`src/rtl/pipeline_stall_scheduler_if.sv`:
```
// Hazard-report inputs, stage-control outputs and performance counters of
// the pipeline stall scheduler, bundled for the scheduler and its driver.
interface pipeline_stall_scheduler_if #(
  parameter int PERF_W = 32
);
  logic              load_use;
  logic              br_load_ex;
  logic              br_load_mem;
  logic              br_alu_ex;
  logic              branch_taken;
  logic              md_start;
  logic              md_done;
  logic              perf_clear;
  logic              pc_write;
  logic              IF_ID_write;
  logic              IF_ID_flush;
  logic              ID_EX_write;
  logic              ID_EX_bubble;
  logic              EX_MEM_bubble;
  logic              md_timeout;
  logic [PERF_W-1:0] stall_cycles;
  logic [PERF_W-1:0] flush_count;

  // Hazard detector / pipeline side: drives requests, observes controls.
  modport master (
    output load_use, br_load_ex, br_load_mem, br_alu_ex, branch_taken,
           md_start, md_done, perf_clear,
    input  pc_write, IF_ID_write, IF_ID_flush, ID_EX_write, ID_EX_bubble,
           EX_MEM_bubble, md_timeout, stall_cycles, flush_count
  );

  // Scheduler side.
  modport slave (
    input  load_use, br_load_ex, br_load_mem, br_alu_ex, branch_taken,
           md_start, md_done, perf_clear,
    output pc_write, IF_ID_write, IF_ID_flush, ID_EX_write, ID_EX_bubble,
           EX_MEM_bubble, md_timeout, stall_cycles, flush_count
  );
endinterface

```
`src/rtl/pipeline_stall_scheduler.sv`:
```
// Stall/flush sequencer for the 5-stage pipeline. Hazard classes reported by
// ID are turned into per-stage write enables, bubble inserts and the IF/ID
// flush in the same cycle; multi-cycle stalls (branch-after-load in EX and
// mul/div waits) are sequenced here, along with stall/flush counters.
module pipeline_stall_scheduler #(
  parameter int MD_MAX_CYCLES = 64,
  parameter int PERF_W        = 32
) (
  input  logic                          clk,
  input  logic                          rstn,
  pipeline_stall_scheduler_if.slave     bus
);

  typedef enum logic [1:0] {
    RUN     = 2'd0,
    STALL   = 2'd1,
    MD_WAIT = 2'd2
  } state_t;

  localparam int                WAIT_W    = $clog2(MD_MAX_CYCLES) + 1;
  localparam logic [WAIT_W-1:0] WAIT_LAST = WAIT_W'(MD_MAX_CYCLES - 1);
  localparam logic [PERF_W-1:0] PERF_MAX  = {PERF_W{1'b1}};

  state_t            state_r;
  logic [1:0]        remaining_r;
  logic [WAIT_W-1:0] wait_cnt_r;
  logic              md_timeout_r;
  logic [PERF_W-1:0] stall_cycles_r;
  logic [PERF_W-1:0] flush_count_r;

  logic front_s;
  logic full_s;
  logic flush_s;
  logic release_s;
  logic timeout_s;
  logic front_hazard_s;

  logic pc_write_s;
  logic if_id_write_s;
  logic if_id_flush_s;
  logic id_ex_write_s;
  logic id_ex_bubble_s;
  logic ex_mem_bubble_s;

  assign front_hazard_s = bus.br_load_ex | bus.load_use | bus.br_load_mem | bus.br_alu_ex;

  // Classify this cycle as front stall, full stall, flush or plain run.
  always_comb begin
    front_s   = 1'b0;
    full_s    = 1'b0;
    flush_s   = 1'b0;
    release_s = 1'b0;
    timeout_s = 1'b0;
    case (state_r)
      RUN: begin
        if (bus.md_start) begin
          full_s = 1'b1;
        end else if (front_hazard_s) begin
          front_s = 1'b1;
        end else if (bus.branch_taken) begin
          flush_s = 1'b1;
        end else begin
          flush_s = 1'b0;
        end
      end
      STALL: begin
        front_s = 1'b1;
      end
      MD_WAIT: begin
        if (bus.md_done) begin
          release_s = 1'b1;
        end else if (wait_cnt_r == WAIT_LAST) begin
          release_s = 1'b1;
          timeout_s = 1'b1;
        end else begin
          full_s = 1'b1;
        end
      end
      default: begin
        front_s = 1'b0;
      end
    endcase
  end

  // Map the cycle class onto stage controls; reset forces a frozen, bubbled pipe.
  always_comb begin
    pc_write_s      = 1'b1;
    if_id_write_s   = 1'b1;
    if_id_flush_s   = 1'b0;
    id_ex_write_s   = 1'b1;
    id_ex_bubble_s  = 1'b0;
    ex_mem_bubble_s = 1'b0;
    if (!rstn) begin
      pc_write_s      = 1'b0;
      if_id_write_s   = 1'b0;
      id_ex_write_s   = 1'b0;
      id_ex_bubble_s  = 1'b1;
      ex_mem_bubble_s = 1'b1;
    end else if (full_s) begin
      pc_write_s      = 1'b0;
      if_id_write_s   = 1'b0;
      id_ex_write_s   = 1'b0;
      ex_mem_bubble_s = 1'b1;
    end else if (front_s) begin
      pc_write_s     = 1'b0;
      if_id_write_s  = 1'b0;
      id_ex_bubble_s = 1'b1;
    end else begin
      if_id_flush_s = flush_s;
    end
  end

  // Stall sequencing state machine with the sticky mul/div timeout flag.
  always_ff @(posedge clk or negedge rstn) begin
    if (!rstn) begin
      state_r      <= RUN;
      remaining_r  <= 2'd0;
      wait_cnt_r   <= '0;
      md_timeout_r <= 1'b0;
    end else begin
      case (state_r)
        RUN: begin
          if (bus.md_start) begin
            state_r    <= MD_WAIT;
            wait_cnt_r <= '0;
          end else if (bus.br_load_ex) begin
            state_r     <= STALL;
            remaining_r <= 2'd1;
          end else begin
            state_r <= RUN;
          end
        end
        STALL: begin
          remaining_r <= remaining_r - 2'd1;
          if (remaining_r <= 2'd1) begin
            state_r <= RUN;
          end else begin
            state_r <= STALL;
          end
        end
        MD_WAIT: begin
          if (release_s) begin
            state_r <= RUN;
            if (timeout_s) begin
              md_timeout_r <= 1'b1;
            end else begin
              md_timeout_r <= md_timeout_r;
            end
          end else begin
            wait_cnt_r <= wait_cnt_r + WAIT_W'(1);
          end
        end
        default: begin
          state_r <= RUN;
        end
      endcase
    end
  end

  // Saturating stall/flush counters; a clear request beats any increment.
  always_ff @(posedge clk or negedge rstn) begin
    if (!rstn) begin
      stall_cycles_r <= '0;
      flush_count_r  <= '0;
    end else if (bus.perf_clear) begin
      stall_cycles_r <= '0;
      flush_count_r  <= '0;
    end else begin
      if (!pc_write_s && (stall_cycles_r != PERF_MAX)) begin
        stall_cycles_r <= stall_cycles_r + PERF_W'(1);
      end else begin
        stall_cycles_r <= stall_cycles_r;
      end
      if (if_id_flush_s && (flush_count_r != PERF_MAX)) begin
        flush_count_r <= flush_count_r + PERF_W'(1);
      end else begin
        flush_count_r <= flush_count_r;
      end
    end
  end

  assign bus.pc_write      = pc_write_s;
  assign bus.IF_ID_write   = if_id_write_s;
  assign bus.IF_ID_flush   = if_id_flush_s;
  assign bus.ID_EX_write   = id_ex_write_s;
  assign bus.ID_EX_bubble  = id_ex_bubble_s;
  assign bus.EX_MEM_bubble = ex_mem_bubble_s;
  assign bus.md_timeout    = md_timeout_r;
  assign bus.stall_cycles  = stall_cycles_r;
  assign bus.flush_count   = flush_count_r;

endmodule
```
`src/flat_wrapper.sv`:
```
// flat-port wrapper written by rule: the top's interface ports become plain ports
module pipeline_stall_scheduler_flat 
#(
  parameter int MD_MAX_CYCLES = 64,
  parameter int PERF_W        = 32
)
  (clk, rstn, bus_load_use, bus_br_load_ex, bus_br_load_mem, bus_br_alu_ex, bus_branch_taken, bus_md_start, bus_md_done, bus_perf_clear, bus_pc_write, bus_IF_ID_write, bus_IF_ID_flush, bus_ID_EX_write, bus_ID_EX_bubble, bus_EX_MEM_bubble, bus_md_timeout, bus_stall_cycles, bus_flush_count);
  pipeline_stall_scheduler_if #(.PERF_W(PERF_W)) bus_i ();
  input  logic clk;
  input  logic rstn;
  input wire logic [$bits(bus_i.load_use)-1:0] bus_load_use;
  input wire logic [$bits(bus_i.br_load_ex)-1:0] bus_br_load_ex;
  input wire logic [$bits(bus_i.br_load_mem)-1:0] bus_br_load_mem;
  input wire logic [$bits(bus_i.br_alu_ex)-1:0] bus_br_alu_ex;
  input wire logic [$bits(bus_i.branch_taken)-1:0] bus_branch_taken;
  input wire logic [$bits(bus_i.md_start)-1:0] bus_md_start;
  input wire logic [$bits(bus_i.md_done)-1:0] bus_md_done;
  input wire logic [$bits(bus_i.perf_clear)-1:0] bus_perf_clear;
  output wire logic [$bits(bus_i.pc_write)-1:0] bus_pc_write;
  output wire logic [$bits(bus_i.IF_ID_write)-1:0] bus_IF_ID_write;
  output wire logic [$bits(bus_i.IF_ID_flush)-1:0] bus_IF_ID_flush;
  output wire logic [$bits(bus_i.ID_EX_write)-1:0] bus_ID_EX_write;
  output wire logic [$bits(bus_i.ID_EX_bubble)-1:0] bus_ID_EX_bubble;
  output wire logic [$bits(bus_i.EX_MEM_bubble)-1:0] bus_EX_MEM_bubble;
  output wire logic [$bits(bus_i.md_timeout)-1:0] bus_md_timeout;
  output wire logic [$bits(bus_i.stall_cycles)-1:0] bus_stall_cycles;
  output wire logic [$bits(bus_i.flush_count)-1:0] bus_flush_count;
  assign bus_i.load_use = bus_load_use;
  assign bus_i.br_load_ex = bus_br_load_ex;
  assign bus_i.br_load_mem = bus_br_load_mem;
  assign bus_i.br_alu_ex = bus_br_alu_ex;
  assign bus_i.branch_taken = bus_branch_taken;
  assign bus_i.md_start = bus_md_start;
  assign bus_i.md_done = bus_md_done;
  assign bus_i.perf_clear = bus_perf_clear;
  assign bus_pc_write = bus_i.pc_write;
  assign bus_IF_ID_write = bus_i.IF_ID_write;
  assign bus_IF_ID_flush = bus_i.IF_ID_flush;
  assign bus_ID_EX_write = bus_i.ID_EX_write;
  assign bus_ID_EX_bubble = bus_i.ID_EX_bubble;
  assign bus_EX_MEM_bubble = bus_i.EX_MEM_bubble;
  assign bus_md_timeout = bus_i.md_timeout;
  assign bus_stall_cycles = bus_i.stall_cycles;
  assign bus_flush_count = bus_i.flush_count;
  pipeline_stall_scheduler #(.MD_MAX_CYCLES(MD_MAX_CYCLES), .PERF_W(PERF_W)) u_core (.clk(clk), .rstn(rstn), .bus(bus_i));
endmodule
```
`config.mk`:
```
export PLATFORM = sky130hd
export DESIGN_NAME = pipeline_stall_scheduler_flat
export DESIGN_NICKNAME = d
export VERILOG_FILES = /design/src/rtl/pipeline_stall_scheduler_if.sv /design/src/rtl/pipeline_stall_scheduler.sv /design/src/flat_wrapper.sv
export SDC_FILE = /design/constraint.sdc
export NUM_CORES = 1
export LEC_CHECK = 0
export CORE_UTILIZATION = 40
export CTS_BUF_LIST = sky130_fd_sc_hd__clkbuf_16
export CTS_CLUSTER_DIAMETER = 120
export DETAILED_ROUTE_END_ITERATION = 7
export GPL_ROUTABILITY_DRIVEN = 0
export HOLD_SLACK_MARGIN = 0.05
export PLACE_DENSITY = 0.67
export SYNTH_ARGS = -nofsm -noshare
export SYNTH_HDL_FRONTEND = slang
export SYNTH_SLANG_ARGS = --single-unit
```
`constraint.sdc`:
```
create_clock -name clk -period 1.95 [get_ports clk]
set_input_delay 0.39 -clock clk [delete_from_list [all_inputs] [get_ports clk]]
set_output_delay 0.39 -clock clk [all_outputs]
set_load 0.1 [all_outputs]
```
==> run_summary.xml, run 1 <==
<?xml version="1.0" encoding="UTF-8"?>
<metrics>
  <group name="final_layout">
    <metric name="regArea" unit="um2">2090</metric>
    <metric name="finish.net_count" unit="">660</metric>
    <metric name="synthToLayoutAreaGrowth" unit="%">92.5</metric>
    <metric name="fill_cells" unit="">542</metric>
    <metric name="final_layout_size_suffix_gt1_frac" unit="">0.609</metric>
    <metric name="multi_input_comb_area" unit="um2">2790</metric>
    <metric name="antenna_diode_count" unit="">0</metric>
    <metric name="finish.utilization" unit="">0.805</metric>
    <metric name="final_area" unit="um2">7980</metric>
  </group>
  <group name="synthesis">
    <metric name="yosys_warnings" unit="">0</metric>
    <metric name="post_synthesis_sequential_area_ratio" unit="">0.459</metric>
    <metric name="synth_nets" unit="">438</metric>
    <metric name="synthesis.instances" unit="">424</metric>
    <metric name="netlist_top_cells_area" unit="">dfrtp_1 46%, nor2_1 6.5%, xor2_1 5.7%, xnor2_1 5.5%, nand3_1 3.5%</metric>
    <metric name="synth_edf_count" unit="">0</metric>
    <metric name="synth.distinct_cells" unit="">51</metric>
    <metric name="synth_top_flop_cell" unit="">dfrtp_1</metric>
    <metric name="synth.top_cell.area_share" unit="">0.459</metric>
    <metric name="mappedNetlistArea" unit="um2">4150</metric>
    <metric name="post-synth-top-count-cell" unit="">dfrtp_1</metric>
    <metric name="ys_seq_elements" unit="">76</metric>
    <metric name="synth_area_leader_cell" unit="">dfrtp_1</metric>
    <metric name="synth.top_cells.by_count" unit="">76 x dfrtp_1, 72 x nor2_1, 29 x nand3_1</metric>
    <metric name="synth.avg_cell_area" unit="um2">9.78</metric>
    <metric name="asyncSetResetFlopFracSynth" unit="">1.00</metric>
  </group>
  <group name="global_routing">
    <metric name="grt_overflow_total" unit="">0</metric>
    <metric name="grt_start_max_net_pins" unit="">39</metric>
    <metric name="antenna_found_initial" unit="">0</metric>
    <metric name="groute.usage.overall" unit="">0.255</metric>
    <metric name="first_global_vias" unit="">4369</metric>
    <metric name="grt_first_pass_wirelength" unit="um">21900</metric>
  </group>
  <group name="run_status">
    <metric name="status" unit="">finished, violations left</metric>
    <metric name="failed_checks" unit="">setup timing</metric>
  </group>
  <group name="detailed_routing">
    <metric name="drtPass1Iterations" unit="">4</metric>
    <metric name="drtIter0Drc" unit="">195</metric>
    <metric name="via_count" unit="">4251</metric>
    <metric name="detail_routed_net_length_per_standard_cell" unit="um">18.3</metric>
    <metric name="detail_route.vias_per_cell" unit="">5.43</metric>
    <metric name="postRouteAntennaNets" unit="">0</metric>
    <metric name="route.detailed.drc" unit="">0</metric>
    <metric name="totalWireLength" unit="um">14300</metric>
  </group>
  <group name="critical_path">
    <metric name="setup.worst_path.end_class" unit="">output port</metric>
    <metric name="cp_max_fo" unit="">2</metric>
    <metric name="most_frequent_cp_cell" unit="">inv_2</metric>
    <metric name="timing.critical_path.max_delay_family" unit="">simple AND/OR/NAND/NOR gates</metric>
    <metric name="worstPathCellList" unit="">ha_4 &gt; nand3_4 &gt; buf_6 &gt; nor3_4 &gt; nor2b_2 &gt; nor2_2 &gt; inv_2 &gt; nor2_4 &gt; inv_2 &gt; buf_12</metric>
    <metric name="crit_path_top_delay_cell" unit="">dfrtp_1</metric>
    <metric name="slowest_delay" unit="ps">390</metric>
    <metric name="timing.critical_path.arrival" unit="ps">1880</metric>
    <metric name="critPathRequiredTime" unit="ps">1560</metric>
    <metric name="type_of_element_launching_the_critical_path" unit="">flip-flop</metric>
    <metric name="cp_num_buf_inv" unit="">4</metric>
    <metric name="path_class" unit="">reg2out</metric>
  </group>
  <group name="timing">
    <metric name="setup_tns" unit="ps">-5660</metric>
    <metric name="grt_setup_unrepaired" unit="">yes</metric>
    <metric name="worst_max_slew_margin_expressed_relative_to_the_limit" unit="">0.538</metric>
    <metric name="fin_worst_hold_slack" unit="ps">162</metric>
    <metric name="worst_slack" unit="ps">-323</metric>
    <metric name="maxClockFrequency" unit="MHz">440</metric>
    <metric name="final_period_minus_worst_setup_slack" unit="ps">2270</metric>
    <metric name="setup_violations" unit="">50</metric>
    <metric name="finalHoldViolCount" unit="">0</metric>
    <metric name="tightest_slew" unit="ps">691</metric>
    <metric name="skew" unit="ps">7.59</metric>
    <metric name="final_worst_path_cycle_share" unit="">1.17</metric>
    <metric name="final_max_slew_viol_count" unit="">0</metric>
  </group>
  <group name="run">
    <metric name="max_cap_violations" unit="">0</metric>
  </group>
  <group name="clocking">
    <metric name="max-clock-path-buffers" unit="">2</metric>
    <metric name="cts_tree" unit="">built</metric>
    <metric name="cts.clk_slew.worst_paths" unit="ps">60</metric>
    <metric name="cts_inserted_buffers" unit="">9</metric>
    <metric name="postCtsHoldBufs" unit="">0</metric>
    <metric name="h-tree-depth" unit="">3</metric>
    <metric name="cts_root_buffer" unit="">clkbuf_16</metric>
    <metric name="clk_latency" unit="ps">330</metric>
    <metric name="cts.sinks" unit="">76</metric>
  </group>
  <group name="floorplan">
    <metric name="core_region_area" unit="um2">9910</metric>
    <metric name="die-area" unit="um2">10800</metric>
    <metric name="pin_count" unit="">81</metric>
    <metric name="initial_utilization" unit="">0.418</metric>
    <metric name="floorplan.die.height" unit="um">104</metric>
    <metric name="dieWidth" unit="um">104</metric>
    <metric name="row_count" unit="">36</metric>
  </group>
  <group name="power">
    <metric name="pwr_density_cell" unit="nW/um2">567</metric>
    <metric name="total_power" unit="mW">4.53</metric>
    <metric name="power.leakage" unit="nW">3.15</metric>
    <metric name="worst_ir_drop_vdd" unit="mV">0.536</metric>
  </group>
  <group name="placed_design">
    <metric name="placement.io_buffers" unit="">80</metric>
    <metric name="placedInstanceArea" unit="um2">6870</metric>
    <metric name="hpwl_after_detailed_placement" unit="um">8610</metric>
  </group>
  <group name="worst_hold_path">
    <metric name="worstHoldPathType" unit="">in2async</metric>
  </group>
</metrics>
[routing by layer]
metal | global-route usage | part of all wire
met3 | 0.0334 | 0.047
met5 | 0 | 0
met4 | 0.0816 | 0.027
met2 | 0.463 | 0.53
met1 | 0.312 | 0.39
[final cells by class]
cell class                      count  share of cell area
Clock buffer                        9              0.0282
Tap cell                          133              0.0209
Clock inverter                      6              0.0100
Timing Repair Buffer              224               0.325
Sequential cell                    76               0.262
Inverter                            9             0.00502
Multi-Input combinational cell    326               0.349
[state kept, by name, summed over array words and instances (netlist names)]
signal and cells:
u_core.wait_cnt_r 7, u_core.bus.stall_cycles 32, u_core.bus.flush_count 32, u_core.state_r 2, u_core.remaining_r 2, u_core.bus.md_timeout 1
[path summary, 6_finish.rpt]
kind                                                   end                       from  slack (ps)  depth (start not counted)
worst max-delay path                     bus_EX_MEM_bubble       u_core.wait_cnt_r[0]        -320                         10
worst min-delay path                  u_core.wait_cnt_r[1]                       rstn         160                          2
worst max register to register  u_core.bus.flush_count[14]  u_core.bus.flush_count[2]        -240                          7
worst min register to register       u_core.bus.md_timeout      u_core.bus.md_timeout         470                          1
max in group asynchronous        u_core.bus.flush_count[3]                       rstn        1380                          2
min in group clk                     u_core.bus.md_timeout      u_core.bus.md_timeout         470                          1
[report_power, final]
part	internal, mW	total [mW]	switching (mW)
sequential	1.65	1.73	0.0799
combinational	0.453	1.03	0.580
clock	1.11	1.77	0.662
[worst register-to-register path, stage by stage, from the launching register on]
cell	delay (ps)
dfrtp_4	400
and3_4	190
nand4_1	190
buf_4	220
or4_4	550
nor4b_4	280
xnor2_1	160
nor2_1	60
[cell families (layout without fill, tap and decap cells)]
group	count (synthesis)	after routing	synth area share
xor+xnor	53	53	0.112
mux	8	8	0.0220
buf+inv	23	248	0.0247
compound gates	27	27	0.0462
simple gates	233	234	0.324
fa+ha+maj	4	4	0.0121
flops	76	76	0.459
[timing repair]
| action | CTS | global route |
|---|---|---|
| gates resized for setup | 83 | 48 |
| buffers inserted | 18 | 16 |
| pin swaps | 56 | 41 |
| endpoints found under the setup margin | 70 | 68 |
| gates cloned | 2 | 0 |
[cells in the final DEF, fill, tap and decap left out, types with 5 or more instances in the layout]
cell type	instances
nand3_1	15
nor2b_1	5
and3_1	8
nand3_2	10
buf_6	29
a21oi_1	6
o21ai_0	5
xnor2_1	22
nor2_1	67
dfrtp_1	11
xor2_1	25
clkbuf_16	9
nand4_1	18
inv_1	6
buf_4	124
dfrtp_4	43
and4_1	12
buf_12	63
nor3_4	17
nand2_1	21
and2_1	6
dfrtp_2	22
[stage by stage]
| step | setup slack, ps | std cells |
|---|---|---|
| after floorplan | -843 | 424 |
| after global placement | -710 | 736 |
| after detailed placement | -712 | 736 |
| after CTS | -338 | 770 |
| after global routing | -410 | 783 |
| final | -323 | 783 |
Power figures use the tool's default switching activity.
==> run 2: changes to the inputs <==
Settings changed: CTS_BUF_LIST sky130_fd_sc_hd__clkbuf_16 to sky130_fd_sc_hd__clkbuf_8.
==> run_summary.xml, run 2 (synthesis results as in run 1) <==
<?xml version="1.0" encoding="UTF-8"?>
<metrics>
  <group name="run_status">
    <metric name="status" unit="">finished, violations left</metric>
    <metric name="failed_checks" unit="">setup timing</metric>
  </group>
  <group name="floorplan">
    <metric name="row_count" unit="">36</metric>
    <metric name="floorplan.die.height" unit="um">104</metric>
    <metric name="dieWidth" unit="um">104</metric>
    <metric name="core_region_area" unit="um2">9910</metric>
    <metric name="initial_utilization" unit="">0.418</metric>
    <metric name="die-area" unit="um2">10800</metric>
    <metric name="pin_count" unit="">81</metric>
  </group>
  <group name="global_routing">
    <metric name="grt_start_max_net_pins" unit="">39</metric>
    <metric name="groute.usage.overall" unit="">0.243</metric>
    <metric name="grt_first_pass_wirelength" unit="um">21000</metric>
    <metric name="grt_overflow_total" unit="">0</metric>
    <metric name="first_global_vias" unit="">4227</metric>
    <metric name="antenna_found_initial" unit="">0</metric>
  </group>
  <group name="final_layout">
    <metric name="fill_cells" unit="">597</metric>
    <metric name="most_common_library_cell_in_the_layout_ignoring_fill_and_taps" unit="">buf_4</metric>
    <metric name="finish.utilization" unit="">0.781</metric>
    <metric name="final_layout_size_suffix_gt1_frac" unit="">0.589</metric>
    <metric name="regArea" unit="um2">2090</metric>
    <metric name="stdcell_count" unit="">778</metric>
    <metric name="most-common-layout-cells" unit="">125 x buf_4, 69 x nor2_1, 63 x buf_12</metric>
    <metric name="synthToLayoutAreaGrowth" unit="%">86.7</metric>
    <metric name="antenna_diode_count" unit="">0</metric>
    <metric name="multi_input_comb_area" unit="um2">2690</metric>
    <metric name="finish.net_count" unit="">655</metric>
  </group>
  <group name="detailed_routing">
    <metric name="detail_routed_net_length_per_standard_cell" unit="um">16.9</metric>
    <metric name="via_count" unit="">4100</metric>
    <metric name="totalWireLength" unit="um">13100</metric>
    <metric name="detail_route.vias_per_cell" unit="">5.27</metric>
    <metric name="drtIter0Drc" unit="">152</metric>
    <metric name="postRouteAntennaNets" unit="">0</metric>
    <metric name="drtPass1Iterations" unit="">4</metric>
    <metric name="route.detailed.drc" unit="">0</metric>
  </group>
  <group name="timing">
    <metric name="worst_max_slew_margin_expressed_relative_to_the_limit" unit="">0.665</metric>
    <metric name="setup_tns" unit="ps">-3470</metric>
    <metric name="grt_setup_unrepaired" unit="">yes</metric>
    <metric name="final_worst_path_cycle_share" unit="">1.17</metric>
    <metric name="skew" unit="ps">8.43</metric>
    <metric name="final_max_slew_viol_count" unit="">0</metric>
    <metric name="finalHoldViolCount" unit="">0</metric>
    <metric name="worst_slack" unit="ps">-338</metric>
    <metric name="setup_violations" unit="">35</metric>
    <metric name="tightest_slew" unit="ps">502</metric>
    <metric name="final_period_minus_worst_setup_slack" unit="ps">2290</metric>
    <metric name="maxClockFrequency" unit="MHz">437</metric>
  </group>
  <group name="clocking">
    <metric name="cts.clk_slew.worst_paths" unit="ps">80</metric>
    <metric name="h-tree-depth" unit="">3</metric>
    <metric name="cts.sinks" unit="">76</metric>
    <metric name="cts_tree" unit="">built</metric>
    <metric name="max-clock-path-buffers" unit="">2</metric>
    <metric name="postCtsHoldBufs" unit="">0</metric>
    <metric name="cts_root_buffer" unit="">clkbuf_8</metric>
    <metric name="clk_latency" unit="ps">350</metric>
    <metric name="cts_inserted_buffers" unit="">9</metric>
  </group>
  <group name="placed_design">
    <metric name="hpwl_after_detailed_placement" unit="um">8610</metric>
    <metric name="placement.io_buffers" unit="">80</metric>
    <metric name="preCtsSetupSlack" unit="ps">-712</metric>
    <metric name="cell_count_after_placement" unit="">736</metric>
  </group>
  <group name="power">
    <metric name="pwr_density_cell" unit="nW/um2">529</metric>
    <metric name="power.leakage" unit="nW">3.07</metric>
    <metric name="combPwrFrac" unit="">0.241</metric>
    <metric name="share_seq_of_total_power" unit="">0.420</metric>
    <metric name="power.clock.fraction" unit="">0.339</metric>
    <metric name="power.net_switching" unit="mW">1.22</metric>
    <metric name="switching_share" unit="">0.299</metric>
    <metric name="int_pwr" unit="mW">2.87</metric>
    <metric name="worst_ir_drop_vdd" unit="mV">0.557</metric>
  </group>
  <group name="critical_path">
    <metric name="most_frequent_cp_cell" unit="">inv_2</metric>
    <metric name="slowest_delay" unit="ps">400</metric>
    <metric name="timing.critical_path.max_delay_family" unit="">simple AND/OR/NAND/NOR gates</metric>
    <metric name="cp_num_buf_inv" unit="">4</metric>
    <metric name="type_of_element_launching_the_critical_path" unit="">flip-flop</metric>
    <metric name="crit_path_top_delay_cell" unit="">dfrtp_1</metric>
    <metric name="critPathRequiredTime" unit="ps">1560</metric>
    <metric name="path_class" unit="">reg2out</metric>
    <metric name="cp_max_fo" unit="">2</metric>
    <metric name="setup.worst_path.end_class" unit="">output port</metric>
    <metric name="timing.critical_path.arrival" unit="ps">1900</metric>
    <metric name="worstPathCellList" unit="">ha_4 &gt; nand3_4 &gt; buf_6 &gt; nor3_4 &gt; nor2b_2 &gt; nor2_2 &gt; inv_2 &gt; nor2_4 &gt; inv_2 &gt; buf_12</metric>
  </group>
  <group name="worst_hold_path">
    <metric name="worstHoldPathType" unit="">in2async</metric>
  </group>
  <group name="run">
    <metric name="max_cap_violations" unit="">0</metric>
  </group>
</metrics>
## run 2: metrics by stage
step           hold slack (ps)  instance area (um2)  power, mW
4_1_cts                    142                 7470       4.03
5_1_grt                    164                 7740       4.25
3_3_place_gp               453                 6870       2.51
6_report                   135                 7740       4.09
3_5_place_dp               456                 6870       2.54
2_1_floorplan             94.4                 4570       2.16
## run 2: power groups by stage
stage / Combinational, mW / Clock, mW / Sequential (mW)
floorplan: 0.335 / 0 / 1.83
global placement: 0.778 / 0 / 1.73
detailed placement: 0.800 / 0 / 1.74
CTS: 0.911 / 1.40 / 1.71
global route: 1.04 / 1.49 / 1.72
finish: 0.986 / 1.39 / 1.72
## run 2: final cells by class
type / count / share of cell area
Clock inverter: 4 / 0.00938
Multi-Input combinational cell: 326 / 0.348
Tap cell: 133 / 0.0215
Timing Repair Buffer: 219 / 0.326
Sequential cell: 76 / 0.270
Inverter: 9 / 0.00517
Clock buffer: 11 / 0.0196
## run 2: worst reg2reg max path: stages, from the launching register on
cell     delay [ps]
dfrtp_4         410
and3_4          180
nand4_1         150
buf_4           190
or4_4           550
nor4b_4         270
xnor2_1         150
nor2_1           50
## run 2: what timing repair did
action,in CTS,in global routing
pin swaps,42,32
cloned,2,0
setup buffers,16,11
endpoints found under the setup margin,70,65
resized for setup,64,45
## run 2: worst paths after layout
kind	endpoint	slack, ps	start	cells after the start
setup / recovery	bus_EX_MEM_bubble	-340	u_core.wait_cnt_r[0]	10
hold / removal	u_core.wait_cnt_r[6]	140	rstn	2
setup reg to reg	u_core.bus.flush_count[14]	-140	u_core.bus.flush_count[3]	7
hold reg to reg	u_core.bus.md_timeout	470	u_core.bus.md_timeout	1
max in group asynchronous	u_core.bus.flush_count[2]	1420	rstn	2
min in group clk	u_core.bus.md_timeout	470	u_core.bus.md_timeout	1
## run 2: routing by layer
| metal | GRT usage | routed length (um) |
|---|---|---|
| met5 | 0 | 0 |
| met2 | 0.430 | 6960 |
| met4 | 0.0571 | 234 |
| met1 | 0.309 | 5490 |
| met3 | 0.0415 | 451 |
==> run 3: changes to the inputs <==
Settings changed: CORE_UTILIZATION 40 to 49, PLACE_DENSITY 0.67 to 0.79.
==> run_summary.xml, run 3 <==
<?xml version="1.0" encoding="UTF-8"?>
<metrics>
  <group name="run_status">
    <metric name="status" unit="">aborted with a tool error</metric>
    <metric name="last-stage-reached" unit="">5_1_grt</metric>
    <metric name="firstError" unit="">[ERROR DPL-0033] detailed placement checks failed during check placement.</metric>
  </group>
  <group name="synthesis">
    <metric name="mappedNetlistArea" unit="um2">4150</metric>
    <metric name="synth_edf_count" unit="">0</metric>
    <metric name="ys_seq_elements" unit="">76</metric>
    <metric name="synth_top_flop_cell" unit="">dfrtp_1</metric>
    <metric name="synth.top_cell.area_share" unit="">0.459</metric>
    <metric name="synth.distinct_cells" unit="">51</metric>
    <metric name="yosys_warnings" unit="">0</metric>
    <metric name="synth.top_cells.by_count" unit="">76 x dfrtp_1, 72 x nor2_1, 29 x nand3_1</metric>
    <metric name="synthesis.instances" unit="">424</metric>
    <metric name="post_synthesis_sequential_area_ratio" unit="">0.459</metric>
    <metric name="synth_nets" unit="">438</metric>
    <metric name="post-synth-top-count-cell" unit="">dfrtp_1</metric>
    <metric name="netlist_top_cells_area" unit="">dfrtp_1 46%, nor2_1 6.5%, xor2_1 5.7%, xnor2_1 5.5%, nand3_1 3.5%</metric>
    <metric name="synth_area_leader_cell" unit="">dfrtp_1</metric>
    <metric name="synth.avg_cell_area" unit="um2">9.78</metric>
    <metric name="asyncSetResetFlopFracSynth" unit="">1.00</metric>
  </group>
  <group name="floorplan">
    <metric name="pin_count" unit="">81</metric>
    <metric name="row_count" unit="">33</metric>
    <metric name="dieWidth" unit="um">94.0</metric>
    <metric name="initial_utilization" unit="">0.504</metric>
    <metric name="floorplan.die.height" unit="um">94.0</metric>
  </group>
  <group name="global_routing">
    <metric name="antenna_found_initial" unit="">0</metric>
    <metric name="grt_start_max_net_pins" unit="">49</metric>
  </group>
  <group name="placed_design">
    <metric name="placement.io_buffers" unit="">80</metric>
    <metric name="hpwl_after_detailed_placement" unit="um">8970</metric>
    <metric name="placedInstanceArea" unit="um2">6820</metric>
  </group>
  <group name="clocking">
    <metric name="max-clock-path-buffers" unit="">2</metric>
    <metric name="cts_inserted_buffers" unit="">9</metric>
    <metric name="cts_root_buffer" unit="">clkbuf_8</metric>
    <metric name="postCtsHoldBufs" unit="">0</metric>
    <metric name="h-tree-depth" unit="">3</metric>
    <metric name="cts.sinks" unit="">76</metric>
  </group>
  <group name="timing">
    <metric name="endpoint_type" unit="">top-level output</metric>
    <metric name="grt-worst-endpoint" unit="">bus_EX_MEM_bubble</metric>
  </group>
</metrics>
## run 3: cell counts after synthesis
Identical to the previous run, type by type.
## run 3: what timing repair did
action | 4_1_cts
gates resized for setup | 103
setup endpoints to repair | 70
setup buffers | 22
pin swaps | 52
cloned | 2
## run 3: stage by stage
step / instances / setup WS [ps]
2_1_floorplan: 424 / -843
3_5_place_dp: 707 / -695
4_1_cts: 747 / -361
3_3_place_gp: 707 / -625
## run 3: cells by family after synthesis
logic type | count (synthesis) | share of synthesized area
simple gates | 233 | 0.324
flops | 76 | 0.459
xor+xnor | 53 | 0.112
compound gates | 27 | 0.0462
buf+inv | 23 | 0.0247
mux | 8 | 0.0220
fa+ha+maj | 4 | 0.0121
==> run 4: changes to the inputs <==
Settings changed: CORE_UTILIZATION 49 to 40, CTS_BUF_LIST sky130_fd_sc_hd__clkbuf_8 to unset, CTS_CLUSTER_DIAMETER 120 to unset, HOLD_SLACK_MARGIN 0.05 to unset, PLACE_DENSITY 0.79 to unset, PLACE_DENSITY_LB_ADDON set to 0.15.
Clock period 1.95 ns to 2.55 ns, I/O delays scaled along.
==> run_summary.xml, run 4 (synthesis results as in run 1) <==
<?xml version="1.0" encoding="UTF-8"?>
<metrics>
  <group name="run_status">
    <metric name="status" unit="">complete, no violations</metric>
  </group>
  <group name="floorplan">
    <metric name="initial_utilization" unit="">0.418</metric>
    <metric name="core_region_area" unit="um2">9910</metric>
    <metric name="dieWidth" unit="um">104</metric>
    <metric name="die-area" unit="um2">10800</metric>
    <metric name="row_count" unit="">36</metric>
    <metric name="pin_count" unit="">81</metric>
    <metric name="floorplan.die.height" unit="um">104</metric>
  </group>
  <group name="timing">
    <metric name="setup_violations" unit="">0</metric>
    <metric name="worst_max_slew_margin_expressed_relative_to_the_limit" unit="">0.461</metric>
    <metric name="grt_setup_unrepaired" unit="">yes</metric>
    <metric name="skew" unit="ps">8.64</metric>
    <metric name="final_worst_path_cycle_share" unit="">0.988</metric>
    <metric name="tightest_slew" unit="ps">788</metric>
    <metric name="maxClockFrequency" unit="MHz">397</metric>
    <metric name="final_period_minus_worst_setup_slack" unit="ps">2520</metric>
    <metric name="final_max_slew_viol_count" unit="">0</metric>
    <metric name="fin_worst_hold_slack" unit="ps">147</metric>
    <metric name="finalHoldViolCount" unit="">0</metric>
  </group>
  <group name="final_layout">
    <metric name="most_common_library_cell_in_the_layout_ignoring_fill_and_taps" unit="">buf_4</metric>
    <metric name="finish.utilization" unit="">0.555</metric>
    <metric name="most-common-layout-cells" unit="">100 x buf_4, 70 x nor2_1, 49 x dfrtp_1</metric>
    <metric name="synthToLayoutAreaGrowth" unit="%">32.6</metric>
    <metric name="final_layout_size_suffix_gt1_frac" unit="">0.348</metric>
    <metric name="antenna_diode_count" unit="">0</metric>
    <metric name="finish.net_count" unit="">551</metric>
  </group>
  <group name="clocking">
    <metric name="h-tree-depth" unit="">3</metric>
    <metric name="cts_tree" unit="">built</metric>
    <metric name="cts.sinks" unit="">76</metric>
    <metric name="postCtsHoldBufs" unit="">0</metric>
    <metric name="cts_root_buffer" unit="">clkbuf_8</metric>
    <metric name="cts.clk_slew.worst_paths" unit="ps">80</metric>
    <metric name="max-clock-path-buffers" unit="">2</metric>
    <metric name="clk_latency" unit="ps">350</metric>
    <metric name="cts_inserted_buffers" unit="">9</metric>
  </group>
  <group name="power">
    <metric name="int_pwr" unit="mW">1.80</metric>
    <metric name="worst_ir_drop_vdd" unit="mV">0.290</metric>
    <metric name="power.leakage" unit="nW">2.35</metric>
    <metric name="combPwrFrac" unit="">0.211</metric>
    <metric name="power.net_switching" unit="mW">0.820</metric>
    <metric name="share_seq_of_total_power" unit="">0.496</metric>
    <metric name="total_power" unit="mW">2.62</metric>
    <metric name="switching_share" unit="">0.312</metric>
    <metric name="power.clock.fraction" unit="">0.292</metric>
    <metric name="pwr_density_cell" unit="nW/um2">477</metric>
  </group>
  <group name="global_routing">
    <metric name="groute.usage.overall" unit="">0.194</metric>
    <metric name="first_global_vias" unit="">3509</metric>
    <metric name="antenna_found_initial" unit="">0</metric>
    <metric name="grt_overflow_total" unit="">0</metric>
    <metric name="grt_first_pass_wirelength" unit="um">17000</metric>
    <metric name="grt_start_max_net_pins" unit="">63</metric>
  </group>
  <group name="critical_path">
    <metric name="path_class" unit="">in2out</metric>
    <metric name="worstPathCellList" unit="">buf_2 &gt; or4_4 &gt; a211oi_4 &gt; nand3_2 &gt; clkinvlp_4 &gt; buf_12</metric>
    <metric name="type_of_element_launching_the_critical_path" unit="">primary input</metric>
    <metric name="reg2reg_slack" unit="ps">250</metric>
    <metric name="reg2regPathDepth" unit="">7</metric>
    <metric name="r2r-start" unit="">u_core.state_r[1]</metric>
    <metric name="crit_path_top_delay_cell" unit="">or4_4</metric>
    <metric name="critPathRequiredTime" unit="ps">2040</metric>
    <metric name="timing.critical_path.arrival" unit="ps">2010</metric>
    <metric name="setup.worst_path.end_class" unit="">output port</metric>
    <metric name="slowest_delay" unit="ps">570</metric>
    <metric name="cp_max_fo" unit="">3</metric>
    <metric name="timing.critical_path.max_delay_family" unit="">simple AND/OR/NAND/NOR gates</metric>
    <metric name="cp_num_buf_inv" unit="">3</metric>
    <metric name="rr_endpoint" unit="">u_core.bus.stall_cycles[29]</metric>
  </group>
  <group name="detailed_routing">
    <metric name="totalWireLength" unit="um">9790</metric>
    <metric name="via_count" unit="">3475</metric>
    <metric name="postRouteAntennaNets" unit="">0</metric>
    <metric name="drtIter0Drc" unit="">97</metric>
    <metric name="route.detailed.drc" unit="">0</metric>
    <metric name="detail_route.vias_per_cell" unit="">5.16</metric>
    <metric name="detail_routed_net_length_per_standard_cell" unit="um">14.5</metric>
    <metric name="drtPass1Iterations" unit="">4</metric>
  </group>
  <group name="run">
    <metric name="max_cap_violations" unit="">0</metric>
  </group>
  <group name="placed_design">
    <metric name="hpwl_after_detailed_placement" unit="um">7070</metric>
    <metric name="placement.io_buffers" unit="">80</metric>
  </group>
  <group name="worst_hold_path">
    <metric name="worstHoldPathType" unit="">in2async</metric>
  </group>
</metrics>
-- run 4: layer usage --
layer  track usage  wire length [um]
met1         0.248              4530
met2         0.318              4640
met3        0.0466               436
met4        0.0745               180
met5             0                 0
-- run 4: worst max path at each step --
stage	startpoint	end	slack, ps	cells after the start
global route	u_core.wait_cnt_r[0]	bus_EX_MEM_bubble	-50	10
detailed placement	bus_br_load_ex	bus_IF_ID_write	-280	6
finish	bus_br_alu_ex	bus_pc_write	30	6
CTS	bus_md_done	bus_EX_MEM_bubble	0.4	9
floorplan	bus_br_load_ex	u_core.bus.flush_count[15]	-360	6
global placement	bus_br_load_ex	bus_IF_ID_write	-260	6
-- run 4: area by class of cell --
cell class	count	area [um2]
clock buffers	15	146
flip-flops and latches	76	1940
repair buffers	116	962
fillers	921	4410
inverters	9	37.5
well taps	133	166
multi-input cells	325	2250
-- run 4: worst register-to-register path, cell delays in order, from the launching register on --
cell	delay [ps]
dfrtp_1	440
nor2b_1	330
a211oi_4	100
buf_4	180
a311oi_4	480
nand3_1	220
or3_1	340
a21oi_1	150
-- run 4: timing repair --
action	CTS	global route
pin swaps	7	4
setup buffers	3	3
gates resized for setup	18	9
endpoints found under the setup margin	6	6
hold endpoints to repair	0	0
-- run 4: power by group through the flow --
stage / Sequential (mW) / Clock (mW) / Combinational [mW]
after floorplan: 1.38 / 0 / 0.246
after global placement: 1.32 / 0 / 0.507
after detailed placement: 1.32 / 0 / 0.510
after CTS: 1.30 / 0.794 / 0.531
after global routing: 1.31 / 0.845 / 0.598
final: 1.30 / 0.767 / 0.554
-- run 4: stage by stage --
step | cells | setup TNS, ps | cell area [um2] | worst slack, ps
floorplan | 424 | -4500 | 4220 | -364
global placement | 653 | -7790 | 5240 | -256
detailed placement | 653 | -9740 | 5240 | -276
CTS | 671 | 0 | 5450 | 0.399
global route | 674 | -77.2 | 5500 | -54.6
finish | 674 | 0 | 5500 | 31.5
